## src/rtl/mem_arb_pkg.sv

```systemverilog
// mem_arb_pkg: shared state encoding, port indices and timeout default for the memory arbiter
package mem_arb_pkg;
    typedef enum logic [1:0] {IDLE, BUSY, RELEASE} state_t;
    localparam logic PORT_MEM    = 1'b0;
    localparam logic PORT_IF     = 1'b1;
    localparam int   TIMEOUT_DEF = 63;
endpackage

```

## src/rtl/mem_arb_rr.sv

```systemverilog
// mem_arb_rr: two-way round-robin pick; on a tie the port not granted last wins
module mem_arb_rr
    import mem_arb_pkg::*;
(
    input  logic [1:0] req,
    input  logic       last,
    output logic       grant
);
    assign grant = (&req) ? ~last : req[PORT_IF];
endmodule

```

## src/rtl/mem_arbiter.sv

```systemverilog
// mem_arbiter: shares one SRAM controller between the MEM-stage port and the fetch/refill port
module mem_arbiter
    import mem_arb_pkg::*;
#(
    parameter int TIMEOUT = TIMEOUT_DEF,
    parameter int ADDR_W  = 32
) (
    input  logic              clk,
    input  logic              rst,
    input  logic              p0_r_en,
    input  logic              p0_w_en,
    input  logic [ADDR_W-1:0] p0_addr,
    input  logic [31:0]       p0_wdata,
    output logic [31:0]       p0_rdata,
    output logic              p0_ready,
    input  logic              p1_r_en,
    input  logic              p1_w_en,
    input  logic [ADDR_W-1:0] p1_addr,
    input  logic [31:0]       p1_wdata,
    output logic [31:0]       p1_rdata,
    output logic              p1_ready,
    output logic              sc_r_en,
    output logic              sc_w_en,
    output logic [ADDR_W-1:0] sc_addr,
    output logic [31:0]       sc_wdata,
    input  logic [31:0]       sc_rdata,
    input  logic              sc_ready,
    output logic              err
);
    localparam int CW = $clog2(TIMEOUT + 2);
    state_t        state, state_nx;
    logic [1:0]    req;
    logic          grant, last, port, dir_w, tmo, done;
    logic [CW-1:0] cnt;
    assign req  = {p1_r_en | p1_w_en, p0_r_en | p0_w_en};
    assign tmo  = cnt == CW'(TIMEOUT);
    // a completion or an abort both end the access in this cycle
    assign done = state == BUSY && (sc_ready || tmo);
    mem_arb_rr u_rr (
        .req   (req),
        .last  (last),
        .grant (grant)
    );
    always_ff @(posedge clk or negedge rst)
        if (!rst) state <= IDLE;
        else      state <= state_nx;
    always_comb
        state_nx = state == IDLE ? (|req ? BUSY : IDLE) :
                   state == BUSY ? (done ? RELEASE : BUSY) : IDLE;
    always_comb begin
        sc_r_en  = state == BUSY && !dir_w;
        sc_w_en  = state == BUSY && dir_w;
        p0_ready = !req[PORT_MEM] || (done && port == PORT_MEM);
        p1_ready = !req[PORT_IF] || (done && port == PORT_IF);
    end
    always_ff @(posedge clk or negedge rst)
        if (!rst) begin
            last     <= PORT_IF;
            port     <= PORT_MEM;
            dir_w    <= 1'b0;
            cnt      <= '0;
            sc_addr  <= '0;
            sc_wdata <= '0;
            p0_rdata <= '0;
            p1_rdata <= '0;
            err      <= 1'b0;
        end else if (state == IDLE && |req) begin
            last     <= grant;
            port     <= grant;
            cnt      <= '0;
            dir_w    <= grant ? p1_w_en : p0_w_en;
            sc_addr  <= grant ? p1_addr : p0_addr;
            sc_wdata <= grant ? p1_wdata : p0_wdata;
        end else if (state == BUSY) begin
            if (sc_ready && !dir_w && port == PORT_MEM) p0_rdata <= sc_rdata;
            if (sc_ready && !dir_w && port == PORT_IF) p1_rdata <= sc_rdata;
            if (!sc_ready && tmo) err <= 1'b1;
            if (!done) cnt <= cnt + CW'(1);
        end
endmodule

```

## config.mk

```make
export PLATFORM = sky130hd
export DESIGN_NAME = mem_arbiter
export DESIGN_NICKNAME = d
export VERILOG_FILES = /design/src/rtl/mem_arb_pkg.sv /design/src/rtl/mem_arb_rr.sv /design/src/rtl/mem_arbiter.sv
export SDC_FILE = /design/constraint.sdc
export NUM_CORES = 1
export LEC_CHECK = 0
export CORE_AREA = 2 2 116 118
export DETAILED_ROUTE_END_ITERATION = 10
export DIE_AREA = 0 0 118 120
export DONT_BUFFER_PORTS = 1
export GPL_TIMING_DRIVEN = 0
export HOLD_SLACK_MARGIN = 0.05
export PLACE_DENSITY = 0.72
export SYNTH_ARGS = -nofsm -noshare
export SYNTH_HDL_FRONTEND = slang
export SYNTH_SLANG_ARGS = --single-unit
```

## constraint.sdc

```tcl
create_clock -name clk -period 1.8 [get_ports clk]
set_input_delay 0.36 -clock clk [delete_from_list [all_inputs] [get_ports clk]]
set_output_delay 0.36 -clock clk [all_outputs]
set_load 0.005 [all_outputs]
```

==> qor.yml, run 1 <==
run_status:
  status: "complete, but fails checks"
  violations: "negative hold slack, negative setup slack"
global_route:
  track_usage: 0.257
  grt_start_max_net_pins: 142
  antenna_found_initial: 0
  grt_first_pass_wirelength_mm: 28.2
  grt-ovfl-total: 0
  grt_pass1_vias: 4967
power:
  power_uw: 14200
  peakVddDrop_mv: 1.05
  powerDensity_nw_per_um2: 1920
  leakagePower_uw: 0.00297
drt:
  wl_per_cell_um: 25.7
  postRouteAntennaNets: 0
  postRouteWirelength_mm: 18.6
  post-route-drc-count: 0
  dr_total_vias: 4841
  dr.pass1.iters: 6
  vias_per_cell: 6.68
  drt_iter0_drc: 378
setup_path:
  reg2reg_from: "state[0]$_DFF_PN0_"
  path_max_fanout: 3
  startpoint: "cnt[0]$_DFFE_PN0P_"
  crit_slowest_cell: "dfrtp_1"
  crit_chain: "ha_2, and3b_2, a21oi_4, o32ai_4"
  crit_path_start_kind: "register"
  cp-end-kind: "primary output"
  cpLargestDelayFamily: "flip-flops"
  cpPeakStageDelay_ns: 0.40
  path_class: "reg2out"
  required_ns: 1.44
  critPathArrivalTime_ns: 1.54
  worst-path-buf-inv: 0
synth:
  synth_top_area_cell: "dfrtp_1"
  synth_warnings: 0
  synth-edff-count: 0
  yosysSeqAreaShare: 0.557
  syn-num-nets: 677
  synth_area_leaders: "dfrtp_1 55%, mux2_2 11%, a2bb2oi_1 8.8%, a311oi_1 8.8%, o21ai_0 5.4%"
  synth_async_sr_flop_share: 1.00
  syn_inst: 509
  synth_top_area_share: 0.552
  synth.most_common_cell: "dfrtp_1"
  yosys-top-cells-count: "140 x dfrtp_1, 68 x o21ai_0, 64 x a2bb2oi_1, 64 x a311oi_1, 61 x mux2_2"
  syn_area_per_cell_um2: 12.5
  ys_types: 44
  synth.cell_area_um2: 6340
  synthFlopType: "dfrtp_1"
  ys_seq_elements: 141
floorplanning:
  dieArea_um2: 14200
  die_h_um: 120
  core-area_um2: 13000
  die_w_um: 118
  num_rows: 42
  start_util: 0.489
  io_pins: 300
placement:
  portBuffers: 0
  hpwl_mm: 13.3
  gp_congestion: 0.897
  dp_cells: 685
  dpl_cell_area_um2: 6560
  post-place-ws_ns: -0.120
sta:
  fin_hold_ws_ns: -0.368
  period_needed_ns: 1.90
  rsz0062_at_grt: "true"
  slew_headroom: 0.427
  timing.final.ws_setup_ns: -0.0951
  post-route-period-util: 1.05
  drv_slew: 0
  worst_slew_pin_slew_ns: 0.857
  hold_viol: 141
  max_freq_ghz: 0.528
  tns_ns: -0.182
  fin_worst_skew_ns: 0.00892
  setup_viol: 2
final_layout:
  antenna_cells: 0
  area_growth_pct: 16.7
  final_cells: 725
  nFillCells: 1111
  nets: 704
  drive_above_1_share: 0.281
  final_area_um2: 7400
clocking:
  cts_max_path_buffers: 2
  ctsHtreeMaxLevel: 4
  cts_sinks: 141
  path_clk_slew_ns: 0.06
  cts_tree: "done"
  worstSkewPairLatency_ns: 0.42
  cts_root_buffer: "clkbuf_16"
  cts-buffers-inserted: 17
flow_run:
  cap_violations: 0
worst_hold_path:
  hold_class: "in2async"
==> cell type report <==
cell class	instances	area (um^2)	share of cell area
tap	176	220	0.0298
multi-input combinational	313	2690	0.364
inverter	1	3.75	0.000507
sequential	141	3530	0.477
clock inverter	11	135	0.0183
timing repair buffer	8	60.1	0.00812
buffer	54	298	0.0402
clock buffer	21	460	0.0622
==> report_power, final <==
group | internal, uW | switching, uW | leakage [uW]
Sequential | 4750 | 1440 | 0.00166
Combinational | 2400 | 2140 | 0.00103
Clock | 2130 | 1360 | 0.000280
==> cells in the final DEF, fill, tap and decap left out, types with 3 or more instances in the layout <==
master	instances
dfrtp_1	140
o21ai_0	66
a2bb2oi_1	63
mux2_2	61
a311oi_1	56
clkbuf_1	26
clkbuf_16	17
clkbuf_2	14
buf_4	10
buf_6	8
a311oi_2	8
buf_2	5
o21ai_1	5
nand2_1	4
mux2i_1	4
clkinv_4	4
or2_2	3
nor2_1	3
mux2_1	3
clkinvlp_4	3
==> stage by stage <==
stage           util  hold WS, ns
2_1_floorplan      -       0.0644
3_3_place_gp   0.505       0.0668
3_5_place_dp   0.505       0.0662
4_1_cts        0.557       -0.383
5_1_grt        0.570       -0.384
6_report       0.570       -0.368
==> sequential cells by signal (all words and copies together) (netlist names), 2 cells and up <==
name      count
sc_addr      32
p1_rdata     32
p0_rdata     32
state         2
cnt           7
sc_wdata     32
==> kinds of logic after synthesis <==
family	count (synthesis)	share of synthesized area
simple gates	30	0.0341
compound gates	214	0.251
fa+ha+maj	1	0.00197
flops	141	0.557
buf+inv	55	0.0365
mux	68	0.120
==> layer usage <==
layer  share of wire  global-route usage
met1            0.38               0.309
met2            0.51               0.430
met3           0.082              0.0841
met4           0.027               0.104
met5               0                   0
==> path summary, 6_finish.rpt <==
path                                           endpoint  slack [ns]  depth (start not counted)
worst min register to register         last$_DFFE_PN1P_        0.50                          1
max in group asynchronous        sc_addr[2]$_DFFE_PN0P_        1.91                          0
worst min-delay path            sc_addr[19]$_DFFE_PN0P_       -0.37                          0
min in group clk                p0_rdata[2]$_DFFE_PN0P_        0.07                          1
worst max register to register  sc_wdata[3]$_DFFE_PN0P_        0.07                          5
worst max-delay path                           p0_ready        -0.1                          4
==> repair_timing <==
item	4_1_cts	5_1_grt
endpoints found under the setup margin	36	98
resized for setup	16	49
buffers inserted	3	5
endpoints found under the hold margin	141	141
pin swaps	3	2
Power figures use the tool's default switching activity.
==> run 2, diff against run 1 <==
Settings changed: CAP_MARGIN set to 25, MAX_ROUTING_LAYER set to met4.
==> run 2 against run 1 <==
  * The run still ends with negative hold slack, negative setup slack left
  * Utilization rose by 0.56 points
  * Non-clock buffer count is 1 higher
  * Sequential share of layout area down 0.46 points
  * Count of clock-buffer cells in the layout unchanged
  * Register-to-register slack barely moved
  * Clock power rose by 5%
  * Via count up 1.4%
  * Sequential power hardly changed
==> qor.yml, run 2 (synthesis results as in run 1) <==
run_status:
  status: "complete, but fails checks"
  violations: "negative hold slack, negative setup slack"
final_layout:
  area_growth_pct: 17.8
  nets: 705
  final_cell_mix: "140 x dfrtp_1, 67 x o21ai_0, 64 x a2bb2oi_1, 61 x mux2_2, 49 x a311oi_1"
  fin_util: 0.576
  final_common_cell: "dfrtp_1"
  final_area_um2: 7470
  antenna_cells: 0
  drive_above_1_share: 0.289
global_route:
  track_usage: 0.266
  grt_start_max_net_pins: 142
  antenna_found_initial: 0
  grt_first_pass_wirelength_mm: 28.2
  grt-ovfl-total: 0
  grt_pass1_vias: 4904
placement:
  portBuffers: 0
  dpl_cell_area_um2: 6560
  hpwl_mm: 13.3
  post-place-ws_ns: -0.184
  gp_congestion: 0.906
sta:
  drv_slew: 0
  setup_viol: 2
  fin_worst_skew_ns: 0.00406
  rsz0062_at_grt: "true"
  max_freq_ghz: 0.528
  worst_slew_pin_slew_ns: 0.787
  post-route-period-util: 1.05
  period_needed_ns: 1.90
  hold_viol: 141
  fin_hold_ws_ns: -0.366
  timing.final.ws_setup_ns: -0.0954
  slew_headroom: 0.474
floorplanning:
  core-area_um2: 13000
  die_w_um: 118
  dieArea_um2: 14200
  die_h_um: 120
  num_rows: 42
  io_pins: 300
  start_util: 0.489
clocking:
  worstSkewPairLatency_ns: 0.41
  cts_sinks: 141
  cts_max_path_buffers: 2
  path_clk_slew_ns: 0.06
  cts_tree: "done"
  cts_root_buffer: "clkbuf_16"
  cts-buffers-inserted: 17
  ctsHtreeMaxLevel: 4
setup_path:
  cpPeakStageDelay_ns: 0.39
  cp-end-kind: "primary output"
  crit_path_start_kind: "register"
  crit_chain: "ha_2, and3b_2, a21oi_4, o32ai_4"
  path_max_fanout: 3
  path_class: "reg2out"
  required_ns: 1.44
  critPathArrivalTime_ns: 1.54
  crit_slowest_cell: "dfrtp_1"
power:
  powerDensity_nw_per_um2: 1940
  leakagePower_uw: 0.00299
  peakVddDrop_mv: 0.948
worst_hold_path:
  hold_class: "in2async"
drt:
  postRouteWirelength_mm: 18.8
  post-route-drc-count: 0
  dr_total_vias: 4907
  wl_per_cell_um: 25.9
  drt_iter0_drc: 378
  postRouteAntennaNets: 0
  vias_per_cell: 6.76
  dr.pass1.iters: 4
flow_run:
  cap_violations: 0
==> run 2: cell types whose count changed in the layout (fill, tap and decap cells not counted), moves of 2 or more <==
cell,before,now
a311oi_2,8,15
clkinv_4,4,2
a311oi_1,56,49
buf_2,5,8
clkbuf_2,14,9
==> run 2: per-stage QoR <==
stage          cells  power [uW]  setup TNS, ns  hold slack [ns]
2_1_floorplan    509        9090              0           0.0644
3_3_place_gp     685       10100          -2.77           0.0668
3_5_place_dp     685       10400          -4.82           0.0661
4_1_cts          721       14200         -0.205           -0.381
5_1_grt          726       15200         -0.351           -0.390
6_report         726       14500         -0.180           -0.366
==> run 2: path summary, 6_finish.rpt <==
kind,cells past startpoint,from,slack [ns],endpoint
worst max-delay path,4,cnt[0]$_DFFE_PN0P_,-0.1,p0_ready
worst min-delay path,0,rst,-0.37,sc_addr[11]$_DFFE_PN0P_
worst max register to register,5,state[0]$_DFF_PN0_,0.07,sc_wdata[19]$_DFFE_PN0P_
worst min register to register,1,cnt[0]$_DFFE_PN0P_,0.49,cnt[0]$_DFFE_PN0P_
max in group asynchronous,0,rst,1.79,last$_DFFE_PN1P_
min in group clk,1,sc_rdata[2],0.07,p0_rdata[2]$_DFFE_PN0P_
==> run 2: repair_timing <==
item                                    4_1_cts  5_1_grt
gates resized for setup                      18       52
endpoints found under the hold margin       141      141
endpoints found under the setup margin       35      119
pin swaps                                     2        3
setup buffers                                 4        5
==> run 2: layer usage <==
layer | track usage | vias to the layer above | share of wire
met5 | - | - | 0
met3 | 0.0865 | 34 | 0.077
met2 | 0.439 | 245 | 0.51
met1 | 0.315 | 2549 | 0.39
li1 | - | 2079 | -
met4 | 0.0776 | 0 | 0.022
==> run 2: area by class of cell <==
class                      instances  area [um^2]
buffer                            54          295
clock buffer                      21          470
clock inverter                    11          156
fill                            1091         5510
inverter                           1         3.75
multi-input combinational        313         2730
sequential                       141         3530
tap                              176          220
timing repair buffer               9         71.3
==> run 2: report_power, final <==
group / switching (uW) / internal, uW / leakage (uW)
combinational: 2170 / 2430 / 0.00103
clock: 1370 / 2310 / 0.000297
sequential: 1430 / 4750 / 0.00166
==> run 2: worst max-delay path: cells and delay by family, from the launching register on <==
kind	cells	cell delay, ns
AO/OA/AOI/OAI	2	0.31
AND/OR/NAND/NOR	1	0.23
flip-flops	1	0.39
adder cells (fa/ha/maj)	1	0.19
==> run 3, diff against run 2 <==
Settings changed: ABC_AREA set to 1, CORE_AREA 2 2 116 118 to 2 2 118 120, DIE_AREA 0 0 118 120 to 0 0 120 122.
==> run 3 against run 2 <==
  * The run still ends with negative hold slack, negative setup slack left
  * Hold slack improved by 0.019 ns
  * Total power fell by 7.6%
  * Sequential power fell by 2%
  * Utilization fell by 3.1 points
  * Flip-flop and latch count did not move
  * Clock power fell by 16%
  * Via count rose by 6.5%
  * Clock skew rose by 0.0021 ns
  * Critical endpoint is now p1_ready
  * Highest routed layer unchanged
==> qor.yml, run 3 <==
floorplanning:
  core-area_um2: 13500
  num_rows: 43
  io_pins: 300
  dieArea_um2: 14600
  die_h_um: 122
  die_w_um: 120
  start_util: 0.482
synth:
  synth_async_sr_flop_share: 1.00
  synth_top_area_cell: "dfrtp_1"
  ys_seq_elements: 141
  synth_top_area_share: 0.538
  synth_warnings: 0
  yosys-top-cells-count: "253 x nand2_1, 140 x dfrtp_1, 111 x inv_1, 101 x nor2_1, 79 x o21ai_1"
  ys_types: 23
  syn-num-nets: 980
  synth.cell_area_um2: 6510
  synth_area_leaders: "dfrtp_1 54%, nand2_1 15%, inv_1 6.4%, o21ai_1 6.1%, nor2_1 5.8%"
  synth.most_common_cell: "nand2_1"
  synthFlopType: "dfrtp_1"
  yosysSeqAreaShare: 0.542
  synth-edff-count: 0
  syn_area_per_cell_um2: 8.02
  syn_inst: 812
global_route:
  grt_first_pass_wirelength_mm: 26.2
  grt_start_max_net_pins: 142
  antenna_found_initial: 0
  track_usage: 0.240
  grt_pass1_vias: 4930
  grt-ovfl-total: 0
drt:
  post-route-drc-count: 0
  postRouteWirelength_mm: 17.3
  dr.pass1.iters: 4
  vias_per_cell: 5.07
  dr_total_vias: 5224
  postRouteAntennaNets: 0
  wl_per_cell_um: 16.8
  drt_iter0_drc: 248
sta:
  period_needed_ns: 1.85
  worst_slew_pin_slew_ns: 0.440
  drv_slew: 0
  hold_viol: 141
  slew_headroom: 0.707
  rsz0062_at_grt: "true"
  timing.final.ws_setup_ns: -0.0469
  max_freq_ghz: 0.541
  fin_worst_skew_ns: 0.00612
  post-route-period-util: 1.03
  setup_viol: 2
  fin_hold_ws_ns: -0.347
placement:
  portBuffers: 0
  post-place-ws_ns: 0.120
  hpwl_mm: 12.8
  gp_congestion: 0.847
flow_run:
  cap_violations: 0
final_layout:
  final_common_cell: "nand2_1"
  final_cell_mix: "251 x nand2_1, 140 x dfrtp_1, 110 x inv_1, 100 x nor2_1, 79 x o21ai_1"
  nets: 1006
  area_growth_pct: 13.0
  antenna_cells: 0
  drive_above_1_share: 0.131
power:
  sw_frac_of_total: 0.392
  intPower_uw: 8120
  switchingPower_uw: 5230
  peakVddDrop_mv: 0.871
  combPwrFrac: 0.313
  powerDensity_nw_per_um2: 1810
  clockPowerShare: 0.232
  leakagePower_uw: 0.00384
  seqPwrFrac: 0.455
setup_path:
  cp-end-kind: "primary output"
  path_max_fanout: 2
  worst-path-buf-inv: 1
  startpoint: "cnt[1]$_DFFE_PN0P_"
  cp_common_cell: "nand2_2"
  crit_chain: "ha_4, nand3_4, nor2_4, inv_2, nand2_2, nand3_2, nand2_2"
  reg2reg_from: "last$_DFFE_PN1P_"
  crit_slowest_cell: "dfrtp_1"
  path_class: "reg2out"
  required_ns: 1.44
  crit_path_start_kind: "register"
  cpPeakStageDelay_ns: 0.40
  cpLargestDelayFamily: "simple AND/OR/NAND/NOR gates"
  critPathArrivalTime_ns: 1.49
clocking:
  cts_sinks: 141
  worstSkewPairLatency_ns: 0.41
  cts_max_path_buffers: 2
  cts-buffers-inserted: 17
  path_clk_slew_ns: 0.06
  cts_tree: "done"
  ctsHtreeMaxLevel: 4
  cts_root_buffer: "clkbuf_16"
worst_hold_path:
  hold_class: "in2async"
run_status:
  violations: "negative hold slack, negative setup slack"
  status: "complete, but fails checks"
## run 3: changes by cell type after synthesis, sizes merged, moves of 3 or more
cell and delta:
inv +113, nand2 +249, or2 -3, a2bb2oi -64, nor2 +103, nand3 +14
mux2i -4, mux2 -64, a311oi -64, a21oi +31, buf +21, clkbuf -34
o21ai +27
## run 3: kinds of logic (layout without fill, tap and decap cells)
logic type,count (synthesis),count (layout),synth area share
compound gates,135,135,0.114
xor+xnor,3,3,0.00404
fa+ha+maj,1,1,0.00192
buf+inv,155,193,0.111
flops,141,141,0.542
simple gates,377,377,0.227
## run 3: final cells by class
class	count	area [um^2]
Buffer	41	294
Sequential cell	141	3530
Tap cell	180	225
Clock inverter	11	71.3
Multi-Input combinational cell	516	2300
Clock buffer	20	457
Inverter	114	428
Timing Repair Buffer	7	52.6
Fill cell	1274	6140
## run 3: worst reg2reg max path: cells and delay by family, from the launching register on
family	cells	cell delay [ns]
buffers and inverters	3	0.56
flip-flops	1	0.54
AO/OA/AOI/OAI	2	0.26
AND/OR/NAND/NOR	2	0.20
## run 3: power groups by stage
stage	sequential, uW	clock (uW)	combinational [uW]
2_1_floorplan	5620	0	3270
5_1_grt	6220	3330	4770
3_5_place_dp	6130	0	4150
4_1_cts	6100	3170	4210
3_3_place_gp	6080	0	3990
6_report	6080	3100	4180
## run 3: path summary, 6_finish.rpt
path                                             to  slack, ns  cells after the start
max                                        p1_ready      -0.05                      7
min                        p0_rdata[15]$_DFFE_PN0P_      -0.35                      0
max reg2reg                 sc_addr[25]$_DFFE_PN0P_       0.13                      7
min reg2reg                p0_rdata[15]$_DFFE_PN0P_       0.51                      2
max in group asynchronous          last$_DFFE_PN1P_       1.95                      0
min in group clk            p1_rdata[2]$_DFFE_PN0P_       0.10                      2
## run 3: per-layer routing
| metal | vias to the layer above | wire, um | global-route usage |
|---|---|---|---|
| li1 | 2520 | - | - |
| met1 | 2446 | 6520 | 0.267 |
| met2 | 235 | 8820 | 0.398 |
| met3 | 23 | 1540 | 0.0843 |
| met4 | 0 | 400 | 0.0897 |
| met5 | - | 0 | - |
## run 3: per-stage QoR
step                TNS (ns)   util  total power [uW]  instance area, um^2  instances
floorplan                  0      -              8890                 6510        812
global placement           0  0.499             10100                 6740        992
detailed placement         0  0.499             10300                 6740        992
CTS                  -0.0517  0.544             13500                 7340       1028
global route          -0.263  0.545             14300                 7360       1030
finish               -0.0830  0.545             13400                 7360       1030
## run 3: timing repair
item                                   4_1_cts  5_1_grt
setup endpoints to repair                    2        2
endpoints found under the hold margin      141      141
gates resized for setup                     10        0
cloned                                       0        0
buffers inserted                             5        2
pin swaps                                    4        0
